<file path="config.mk">
export PLATFORM = sky130hd
export DESIGN_NAME = semaphore_client_flat
export DESIGN_NICKNAME = d
export VERILOG_FILES = /design/src/rtl/semaphore_pkg.sv /design/src/rtl/semaphore_client_if.sv /design/src/rtl/semaphore_client.sv /design/src/flat_wrapper.sv
export SDC_FILE = /design/constraint.sdc
export NUM_CORES = 1
export LEC_CHECK = 0
export ABC_AREA = 1
export CAP_MARGIN = 20
export CORE_MARGIN = 3
export CORE_UTILIZATION = 41
export CTS_CLUSTER_SIZE = 25
export DETAILED_ROUTE_END_ITERATION = 8
export GPL_TIMING_DRIVEN = 0
export PLACE_DENSITY = 0.87
export SLEW_MARGIN = 20
export SYNTH_ARGS = -nofsm -noshare
export SYNTH_HDL_FRONTEND = slang
export SYNTH_SLANG_ARGS = --single-unit
</file>
<file path="constraint.sdc">
create_clock -name CLK -period 1.4 [get_ports CLK]
set_input_delay 0.28 -clock CLK [delete_from_list [all_inputs] [get_ports CLK]]
set_output_delay 0.28 -clock CLK [all_outputs]
set_load 0.01 [all_outputs]
</file>
<file path="src/rtl/semaphore_pkg.sv">
// ============================================================================
// Module  : semaphore_pkg
// Purpose : Shared words, reply bit positions and enums of the semaphore
//           word protocol.
// Revision: 1.0  initial release
// ============================================================================
`default_nettype none

package semaphore_pkg;

    localparam logic [15:0] START_BASE = 16'hFD04;
    localparam logic [15:0] STOP       = 16'hFDFF;
    localparam logic [15:0] OP_POST    = 16'h0D10;
    localparam logic [15:0] OP_WAIT    = 16'h0D20;
    localparam logic [7:0]  ID_NODE0   = 8'h01;
    localparam logic [7:0]  ID_NODE1   = 8'h02;
    localparam int          FULL_BIT   = 12;
    localparam int          EMPTY_BIT  = 13;

    typedef enum logic [1:0] {
        ST_OK      = 2'b00,
        ST_FULL    = 2'b01,
        ST_EMPTY   = 2'b10,
        ST_TIMEOUT = 2'b11
    } status_t;

    typedef enum logic [1:0] {
        S_IDLE  = 2'd0,
        S_START = 2'd1,
        S_OP    = 2'd2,
        S_RESP  = 2'd3
    } state_t;

    // A zero priority would encode the same start word as no request at all.
    function automatic logic [3:0] clamp_prio(input logic [3:0] prio);
        return (prio == 4'd0) ? 4'd1 : prio;
    endfunction

endpackage

`default_nettype wire

</file>
<file path="src/rtl/semaphore_client_if.sv">
// ============================================================================
// Module  : semaphore_client_if
// Purpose : Request/completion handshake plus responder word pair of one
//           semaphore client node.
// Revision: 1.0  initial release
// ============================================================================
`default_nettype none

interface semaphore_client_if;
    import semaphore_pkg::*;

    logic        req;
    logic        req_op;
    logic [3:0]  req_prio;
    logic        busy;
    logic        done;
    status_t     status;
    logic [15:0] op_out;
    logic [15:0] in_resp;

    modport master (
        output req, req_op, req_prio, in_resp,
        input  busy, done, status, op_out
    );

    modport slave (
        input  req, req_op, req_prio, in_resp,
        output busy, done, status, op_out
    );

endinterface

`default_nettype wire

</file>
<file path="src/rtl/semaphore_client.sv">
// ============================================================================
// Module  : semaphore_client
// Purpose : Single-node initiator running start/op/response/stop sequences
//           against the counting-semaphore responder, with bounded retry.
// Revision: 1.0  initial release
// ============================================================================
`default_nettype none

module semaphore_client
    import semaphore_pkg::*;
#(
    parameter int NODE_ID   = 0,
    parameter int MAX_RETRY = 15
) (
    input  wire logic CLK,
    input  wire logic RST,
    semaphore_client_if.slave bus
);

    localparam int              RETRY_W   = (MAX_RETRY < 1) ? 1 : $clog2(MAX_RETRY + 1);
    localparam logic [RETRY_W-1:0] RETRY_MAX = RETRY_W'(MAX_RETRY);
    localparam logic [7:0]      ID_CODE   = (NODE_ID == 0) ? ID_NODE0 : ID_NODE1;

    state_t               state_q,  state_d;
    logic [15:0]          op_out_q, op_out_d;
    logic                 busy_q,   busy_d;
    logic                 done_q,   done_d;
    status_t              status_q, status_d;
    logic [RETRY_W-1:0]   retry_q,  retry_d;
    logic                 op_sel_q, op_sel_d;
    logic [3:0]           prio_q,   prio_d;

    logic [15:0]          w_op_word;
    logic [15:0]          w_start_word;
    logic                 w_match;

    assign w_op_word    = op_sel_q ? OP_WAIT : OP_POST;
    assign w_start_word = START_BASE ^ {12'h000, prio_q};

    // A reply with 11 in the top bits is a different word class even if the low bits match.
    assign w_match = (bus.in_resp[7:0] == ID_CODE) &&
                     (bus.in_resp[11:8] == 4'hD) &&
                     (bus.in_resp[15:14] != 2'b11);

    always_ff @(posedge CLK or posedge RST) begin
        if (RST) begin
            state_q  <= S_IDLE;
            op_out_q <= STOP;
            busy_q   <= 1'b0;
            done_q   <= 1'b0;
            status_q <= ST_OK;
            retry_q  <= '0;
            op_sel_q <= 1'b0;
            prio_q   <= 4'd1;
        end else begin
            state_q  <= state_d;
            op_out_q <= op_out_d;
            busy_q   <= busy_d;
            done_q   <= done_d;
            status_q <= status_d;
            retry_q  <= retry_d;
            op_sel_q <= op_sel_d;
            prio_q   <= prio_d;
        end
    end

    always_comb begin
        state_d  = state_q;
        op_out_d = op_out_q;
        busy_d   = busy_q;
        done_d   = 1'b0;
        status_d = status_q;
        retry_d  = retry_q;
        op_sel_d = op_sel_q;
        prio_d   = prio_q;

        case (state_q)
            S_IDLE: begin
                op_out_d = STOP;
                if (bus.req) begin
                    op_sel_d = bus.req_op;
                    prio_d   = clamp_prio(bus.req_prio);
                    busy_d   = 1'b1;
                    retry_d  = '0;
                    op_out_d = START_BASE ^ {12'h000, clamp_prio(bus.req_prio)};
                    state_d  = S_START;
                end
            end
            S_START: begin
                op_out_d = w_op_word;
                state_d  = S_OP;
            end
            // Falling back to the start word keeps the lock without re-issuing the op.
            S_OP: begin
                op_out_d = w_start_word;
                state_d  = S_RESP;
            end
            S_RESP: begin
                if (w_match) begin
                    if (bus.in_resp[EMPTY_BIT]) begin
                        status_d = ST_EMPTY;
                    end else if (bus.in_resp[FULL_BIT]) begin
                        status_d = ST_FULL;
                    end else begin
                        status_d = ST_OK;
                    end
                    done_d   = 1'b1;
                    busy_d   = 1'b0;
                    op_out_d = STOP;
                    state_d  = S_IDLE;
                end else if (retry_q != RETRY_MAX) begin
                    retry_d  = retry_q + RETRY_W'(1);
                    op_out_d = w_op_word;
                    state_d  = S_OP;
                end else begin
                    status_d = ST_TIMEOUT;
                    done_d   = 1'b1;
                    busy_d   = 1'b0;
                    op_out_d = STOP;
                    state_d  = S_IDLE;
                end
            end
            default: begin
                op_out_d = STOP;
                state_d  = S_IDLE;
            end
        endcase
    end

    assign bus.op_out = op_out_q;
    assign bus.busy   = busy_q;
    assign bus.done   = done_q;
    assign bus.status = status_q;

endmodule

`default_nettype wire

</file>
<file path="src/flat_wrapper.sv">
// flat-port wrapper written by rule: the top's interface ports become plain ports
module semaphore_client_flat import semaphore_pkg::*;
#(
    parameter int NODE_ID   = 0,
    parameter int MAX_RETRY = 15
)
  (CLK, RST, bus_req, bus_req_op, bus_req_prio, bus_in_resp, bus_busy, bus_done, bus_status, bus_op_out);
  semaphore_client_if bus_i ();
  input  wire logic CLK;
  input  wire logic RST;
  input wire logic [$bits(bus_i.req)-1:0] bus_req;
  input wire logic [$bits(bus_i.req_op)-1:0] bus_req_op;
  input wire logic [$bits(bus_i.req_prio)-1:0] bus_req_prio;
  input wire logic [$bits(bus_i.in_resp)-1:0] bus_in_resp;
  output wire logic [$bits(bus_i.busy)-1:0] bus_busy;
  output wire logic [$bits(bus_i.done)-1:0] bus_done;
  output wire logic [$bits(bus_i.status)-1:0] bus_status;
  output wire logic [$bits(bus_i.op_out)-1:0] bus_op_out;
  assign bus_i.req = bus_req;
  assign bus_i.req_op = bus_req_op;
  assign bus_i.req_prio = bus_req_prio;
  assign bus_i.in_resp = bus_in_resp;
  assign bus_busy = bus_i.busy;
  assign bus_done = bus_i.done;
  assign bus_status = bus_i.status;
  assign bus_op_out = bus_i.op_out;
  semaphore_client #(.NODE_ID(NODE_ID), .MAX_RETRY(MAX_RETRY)) u_core (.CLK(CLK), .RST(RST), .bus(bus_i));
endmodule
</file>
; ---- After elaboration in Yosys (flattened, before gate mapping)
; Index checks and enable logic that the tools add are counted.
[word_totals]
regBits = 31
in_bits = 24
output_inout_bits = 20
wordCells = 57
[classes]
addsub = 1
eq_ne = 12
muxes = 25
bitwise = 2
reduce_logical = 9
[op_table]
columns = cell, count
row1 = $pmux 16 s4, 1
row2 = $mux 16, 3
row3 = $mux 4, 4
row4 = $not 1->8, 2
row5 = $mux 2, 6
row6 = $eq 8x1->1 const B, 1
row7 = $pmux 2 s4, 1
row8 = $pmux 4 s2, 1
row9 = $mux 1, 7
row10 = $mux 6, 1
row11 = $ne 2x2->1 const B, 3
row12 = $add 4x1->4 const B, 1
row13 = $eq 2x2->1 const B, 2
row14 = $eq 4x4->1 const B, 1
row15 = $logic_not 4->1, 1
row16 = $ne 2x1->1 const B, 2
row17 = $ne 4x4->1 const B, 1
row18 = $reduce_and 2->1, 2
row19 = $reduce_and 4->1, 1
row20 = $ne 3x2->1 const B, 1
row21 = $reduce_and 3->1, 1
row22 = $eq 2x1->1 const B, 1
row23 = $logic_and 1x1->1, 2
row24 = $logic_not 2->1, 1
row25 = 2 further kinds, 2

; ---- Depth between registers and ports, before layout
; Gate-level depths: netlist of the first run.
[depth]
word_depth = 5
ltp_mapped = 11
mapped_depth_nobuf = 10

; ---- Worst setup path after synthesis of the first run
; OpenSTA, ideal clock, no wires.
[synth_path]
path_type = reg2reg
start = reg u_core.state_q[0]
end = reg u_core.retry_q[1]
setup_ps = 117
arrival_ps = 1361
required_ps = 1283
path_slack_ps = -79
stages_incl_launch_ff = 10
path_buffers = 1
period_less_slack_ps = 1479
cell_sequence = dfrtp_1 -> inv_1 -> ha_1 -> buf_6 -> inv_4 -> nor2_2 -> a21oi_1 -> nand2_1 -> nand2_1 -> nand2_1
[synth_between]
elab_chain_cells = 3
elab_cells_between_ends = 8
classes_between = eq/ne: 4 / mux: 1 / reduce/logical: 3
[synth_rtl]
columns = element, line_no
row1 = start: declaration, semaphore_client.sv:24  ; state_t state_q, state_d;
row2 = start signal: assignment, semaphore_client.sv:56  ; state_q <= state_d;
row3 = $eq 2x2->1 / $logic_not 2->1 (equally long branches), semaphore_client.sv:77  ; case (state_q)
row4 = "$ne 2x2->1 (no source line), or another cell as far along", --
row5 = $reduce_and 4->1 (no source line), --
row6 = end signal: assignment, semaphore_client.sv:61  ; retry_q <= retry_d;
row7 = end: declaration, semaphore_client.sv:29  ; logic [RETRY_W-1:0] retry_q, retry_d;
; Several ways; a longest one is shown, not always the timed one.
; A chain may end at the register's enable or synchronous reset.

; ---- Worst setup path in the final report of the first run
[layout_path]
start = reg u_core.state_q[0]
end = reg u_core.state_q[1]
[layout_between]
elab_chain_cells = 2
elab_cells_between_ends = 6
classes_between = eq/ne: 4 / mux: 1 / reduce/logical: 1
[layout_rtl]
columns = element, line_no
row1 = "$eq 2x2->1, or another cell as far along", semaphore_client.sv:77
row2 = $pmux 2 s4 / $ne 2x2->1 (equally long branches), --
; Several ways; a longest one is shown, not always the timed one.

==> impl_metrics.tcl, run 1 <==
set metrics [dict create \
    arrival_ns 1.67 \
    place.gp.congestion 0.8601 \
    synth_seq_cells 23 \
    syn_area_per_cell_um2 7.667 \
    final-hold-violation-count 0 \
    antenna_found_initial 0 \
    startpoint_type "register" \
    core.rowCount 19 \
    layout-drive-gt1-share_pct 30.77 \
    status "finished, violations left" \
    wl_per_cell_um 12.21 \
    drt_iter0_markers 33 \
    grtUsageTotal_pct 14.87 \
    numCtsBuffers 3 \
    crit_required_ns 1.61 \
    ir_worst_vdd_mv 0.7264 \
    die_w_um 62.72 \
    clock_path_buffers 2 \
    violations "negative setup slack" \
    overflow 0 \
    critPathMaxStageDelay_ns 0.45 \
    wl_um 3371 \
    critPathSlowestCell "dfrtp_1" \
    antennaDiodeCount 0 \
    hold_path_class "in -> async" \
    drv_slew 0 \
    rsz0062_at_grt "yes" \
    clock_latency_ns 0.31 \
    detail_route.vias_per_cell 4.696 \
    pin_count 44 \
    drc_errors 0 \
    syn_area_mm2 0.001319 \
    finalCritPeriodShare_pct 104.2 \
    endpoint_kind "register" \
    fin_worst_skew_ns 0.002308 \
    route.vias.total 1296 \
    grt_pass1_vias 1082 \
    synth_largest_area_cell "dfrtp_1" \
    h-tree-depth 1 \
    grt_pass1_wl_um 4698 \
    p_leak_uw 0.001069 \
    path_max_fanout 7 \
    synth_top_area_share_pct 26.57 \
    cts_sinks 23 \
    relSlewSlack_pct 44.80 \
    cts_root_buf "clkbuf_4" \
    cap_viol_max_count 0 \
    mostFrequentLayoutCells "nand2_1, clkdlybuf4s50_1, buf_4" \
    hold_ws_ns 0.4105 \
    core_area_mm2 0.002900 \
    ys_seq_area_share_pct 44.50 \
    detail-route-antenna-nets 0 \
    port-buffer-count 39 \
    period_needed_ns 1.459 \
    dp_slack_ns -0.3048 \
    ys_warn_count 0 \
    critical_path_class "reg -> reg" \
    fmax_mhz 685.2 \
    netlist_top_cells_area "dfrtp_1, dfstp_2, nand2_1" \
    clkTransAtPathRegs_ns 0.12 \
    worstMarginPinSlew_ns 0.8271 \
    setup_viol 10 \
    yosysUniqueCellTypes 23 \
    synthCells 172 \
    die_h_um 62.72 \
    die_area_mm2 0.003933 \
    grt_max_degree 24 \
    dp_hpwl_um 2027 \
    setup_slack_ns -0.05939 \
    num-nets-final 264 \
    crit_chain "inv_2, ha_4, buf_8, clkinv_8, nor2_4, inv_4, a21oi_2, a21oi_1" \
    start_util_pct 45.47 \
    dr.pass1.iters 4 \
    area_growth_syn_to_layout_pct 54.74 \
    power_density_mw_per_mm2 1656 \
    cts_tree "built" \
    final_common_cell "nand2_1" \
]
[layer usage]
metal / part of all wire, % / GRT usage [%]
met1: 41 / 19.43
met2: 51 / 23.83
met3: 4.9 / 2.338
met4: 2.6 / 7.438
met5: 0 / 0
[worst paths after layout]
path	startpoint	endpoint	slack [ns]	cells after the start
worst max-delay path	u_core.state_q[0]	u_core.state_q[1]	-0.06	8
max in group asynchronous	RST	u_core.retry_q[2]	0.48	2
worst max register to register	u_core.state_q[0]	u_core.state_q[1]	-0.06	8
worst min-delay path	RST	u_core.op_sel_q	0.41	2
worst min register to register	u_core.prio_q[0]	u_core.prio_q[0]	0.48	2
min in group CLK	bus_in_resp[11]	u_core.bus.status[0]	0.46	6
[synthesized netlist by cell type (all sizes together)]
cell    instances
nor3b           1
dfrtp          14
ha              5
nand2          65
o21ai           9
buf            10
xor2            1
nor2           18
dfstp           9
nor3            2
o31ai           1
a21oi           5
conb            2
nand3b          1
inv            20
nand4           2
nand3           7
[power breakdown]
part	switching, uW	leakage (uW)	internal (uW)
Clock	199	0.0000177	107
Combinational	1000	0.000778	996
Sequential	119	0.000273	955
Total	1320	0.00107	2060
[area by class of cell]
class | instances | area (um^2)
Buffer | 10 | 101.3
Clock buffer | 3 | 22.52
Clock inverter | 1 | 5.005
Fill cell | 217 | 859.6
Inverter | 20 | 90.09
Multi-Input combinational cell | 121 | 650.6
Sequential cell | 23 | 586.8
Tap cell | 42 | 52.55
Timing Repair Buffer | 56 | 531.8
[worst max-delay path, delay by kind of cell (launching register included)]
kind | cells | cell delay (ns)
buf+inv | 4 | 0.40
flops | 1 | 0.45
compound gates | 2 | 0.18
simple gates | 1 | 0.19
fa+ha+maj | 1 | 0.14
[state kept, by name (all words and copies together) (netlist names)]
name and cells:
u_core.bus.op_out 8, u_core.state_q 2, u_core.bus.status 2, u_core.retry_q 4, u_core.bus.busy 1, u_core.op_sel_q 1
u_core.bus.done 1, u_core.prio_q 4
[cells by family after synthesis]
| group | after synthesis | synth area share [%] |
|---|---|---|
| AND/OR/NAND/NOR | 96 | 30.65 |
| buffers and inverters | 30 | 12.14 |
| flip-flops | 23 | 44.50 |
| AO/OA/AOI/OAI | 15 | 6.737 |
| adder cells (fa/ha/maj) | 5 | 4.744 |
| other | 2 | 0.5695 |
| XOR/XNOR | 1 | 0.6643 |
[timing repair]
item | CTS | global route
endpoints found under the setup margin | 24 | 24
resized for setup | 47 | 28
cloned | 0 | 1
pin swaps | 2 | 9
buffers inserted | 8 | 9
hold buffers | 0 | 0
[stage by stage]
step | TNS (ns) | instance area (um^2) | power (uW) | util [%] | cells
after floorplan | 0 | 1330 | 2006 | - | 174
after global placement | -3.007 | 1773 | 2494 | 61.13 | 255
after detailed placement | -3.585 | 1773 | 2521 | 61.13 | 255
after CTS | -0.2313 | 1887 | 3067 | 65.06 | 267
after global routing | -1.305 | 2041 | 3624 | 70.36 | 276
final | -0.2251 | 2041 | 3379 | 70.36 | 276
Note: power is estimated with default switching activity, not from simulation.
==> inputs of run 2 (changes only) <==
--- a/config.mk
+++ b/config.mk
@@ -12,7 +12,7 @@
 export CTS_CLUSTER_SIZE = 25
 export DETAILED_ROUTE_END_ITERATION = 8
 export GPL_TIMING_DRIVEN = 0
-export PLACE_DENSITY = 0.87
+export PLACE_DENSITY = 0.86
 export SLEW_MARGIN = 20
 export SYNTH_ARGS = -nofsm -noshare
 export SYNTH_HDL_FRONTEND = slang
==> run 2 against run 1 <==
Effect of this change: the run still ends with negative setup slack left; hold slack worse by 0.032 ns; sequential power barely moved; routed wire length is 15% higher; maximum frequency about the same; non-clock buffer count increased by 2; highest routed layer unchanged.
==> impl_metrics.tcl, run 2 (synthesis gave the netlist of run 1 again) <==
set metrics [dict create \
    critical_path_class "reg -> reg" \
    cp_top_family "flip-flops" \
    cts_tree "built" \
    crit_required_ns 1.64 \
    pin_count 44 \
    place.gp.congestion 0.7823 \
    r2r_slack_ns -0.06 \
    status "finished, violations left" \
    grt_max_degree 24 \
    crit_chain "inv_2, ha_4, inv_8, nor2_4, buf_6, nor3_2, a21oi_1" \
    dp_hpwl_um 2185 \
    violations "negative setup slack" \
    clock_path_buffers 2 \
    hold_path_class "in -> reg" \
    fin_worst_skew_ns 0.008731 \
    post-place-cells 255 \
    hold_ws_ns 0.3790 \
    drv_slew 0 \
    overflow 0 \
    h-tree-depth 1 \
    critPathSlowestCell "dfrtp_2" \
    cts-hold-fix-buffers 0 \
    grt_pass1_wl_um 5181 \
    wl_um 3886 \
    rsz0062_at_grt "yes" \
    numCtsBuffers 3 \
    detail_route.vias_per_cell 4.950 \
    die_h_um 62.72 \
    path_max_fanout 4 \
    largest_reg_flops 8 \
    total_power_uw 3479 \
    grt_pass1_vias 1254 \
    postPlaceCellArea_mm2 0.001773 \
    comb_power_share_pct 59.2 \
    arrival_ns 1.70 \
    ir_worst_vdd_mv 0.9031 \
    final_cells 278 \
    wl_met1_um 1494 \
    highest_layer "met4" \
    start_util_pct 45.47 \
    die_area_mm2 0.003933 \
    final-hold-violation-count 0 \
    wl_per_cell_um 13.98 \
    clock_latency_ns 0.32 \
    dr.pass1.iters 7 \
    setup_viol 5 \
    route.vias.total 1376 \
    layout-drive-gt1-share_pct 33.47 \
    power_density_mw_per_mm2 1694 \
    core.rowCount 19 \
    die_w_um 62.72 \
    cts_root_buf "clkbuf_4" \
    p_leak_uw 0.001114 \
    period_needed_ns 1.461 \
    critical_path_buf_inv_count 3 \
    detail-route-antenna-nets 0 \
    critPathMaxStageDelay_ns 0.49 \
    met3WireLength_um 238 \
    switching_share_pct 40.20 \
    setup_slack_ns -0.06072 \
    endpoint_kind "register" \
    power.internal_uw 2080 \
    fmax_mhz 684.6 \
    p_switching_uw 1399 \
    clock_power_share_pct 9.1 \
    num-nets-final 266 \
    final_area_mm2 0.002053 \
    drt_iter0_markers 69 \
    drc_errors 0 \
    antenna_found_initial 0 \
    grtUsageTotal_pct 16.52 \
    startpoint_type "register" \
    wl_met2_um 1973 \
    relSlewSlack_pct 41.62 \
    cap_viol_max_count 0 \
    worstMarginPinSlew_ns 0.8748 \
    mostFrequentLayoutCells "nand2_1, buf_4, clkdlybuf4s50_1" \
    pwr-share-seq_pct 31.7 \
    core_area_mm2 0.002900 \
    port-buffer-count 39 \
    clkTransAtPathRegs_ns 0.13 \
    area_growth_syn_to_layout_pct 55.69 \
    final_common_cell "nand2_1" \
    finalCritPeriodShare_pct 104.3 \
    cts_sinks 23 \
    antennaDiodeCount 0 \
    nFillCells 215 \
]
[run 2: cell count changes in the layout (fill, tap and decap cells not counted), moves of 2 or more]
cell	previous run	this run
clkdlybuf4s50_1	21	17
dlymetal6s2s_1	2	6
buf_4	18	21
inv_1	16	14
inv_2	2	4
nand3_1	5	7
nand3_2	2	0
nor2_1	15	13
nor2_2	2	4
[run 2: timing repair]
action / in CTS / in global routing
pin swaps: 2 / 13
buffers inserted: 13 / 7
endpoints found under the setup margin: 26 / 27
cloned: 0 / 1
gates resized for setup: 47 / 33
[run 2: metal layers]
metal,global-route usage (%),up-vias
met5,0,-
met4,10.74,0
met3,3.957,27
met2,28.50,76
met1,17.97,621
li1,-,652
[run 2: layout make-up]
type	instances	area (um^2)	area share, %
clock buffer	3	22.52	1.097
clock inverter	1	5.005	0.2438
timing repair buffer	60	575.6	28.03
inverter	20	85.08	4.144
tap	42	52.55	2.559
buffer	8	75.07	3.656
sequential	23	588.1	28.64
multi-input combinational	121	649.4	31.63
[run 2: worst paths after layout]
check / from / to / depth (start not counted)
worst max-delay path: u_core.state_q[1] / u_core.state_q[1] / 7
worst min-delay path: bus_in_resp[9] / u_core.bus.status[0] / 5
worst min register to register: u_core.prio_q[0] / u_core.prio_q[0] / 2
min in group asynchronous: RST / u_core.op_sel_q / 2
worst max register to register: u_core.state_q[1] / u_core.state_q[1] / 7
max in group asynchronous: RST / u_core.state_q[1] / 2
[run 2: power groups by stage]
stage / registers, uW / logic (uW) / clock network, uW
after floorplan: 1130 / 878 / 0
after global placement: 1080 / 1410 / 0
after detailed placement: 1090 / 1450 / 0
after CTS: 1060 / 1800 / 318
after global routing: 1130 / 2250 / 331
final: 1100 / 2060 / 317
[run 2: worst reg2reg max path, stage by stage (launching register included)]
cell	delay (ns)
dfrtp_2	0.49
inv_2	0.11
ha_4	0.17
inv_8	0.04
nor2_4	0.21
buf_6	0.14
nor3_2	0.04
a21oi_1	0.18
[run 2: through the flow]
stage                     TNS (ns)  utilization [%]  setup WS (ns)
after floorplan                  0                -        0.01525
after global placement      -3.002            61.13        -0.2673
after detailed placement    -3.781            61.13        -0.3099
after CTS                 -0.08307            66.31       -0.02998
after global routing       -0.9053            70.79        -0.1402
final                      -0.2156            70.79       -0.06072
==> inputs of run 3 (changes only) <==
--- a/config.mk
+++ b/config.mk
@@ -9,7 +9,6 @@
 export CAP_MARGIN = 20
 export CORE_MARGIN = 3
 export CORE_UTILIZATION = 41
-export CTS_CLUSTER_SIZE = 25
 export DETAILED_ROUTE_END_ITERATION = 8
 export GPL_TIMING_DRIVEN = 0
 export PLACE_DENSITY = 0.86
==> results of run 3 <==
The final DEF is identical to that of run 2; final timing and power are the same.
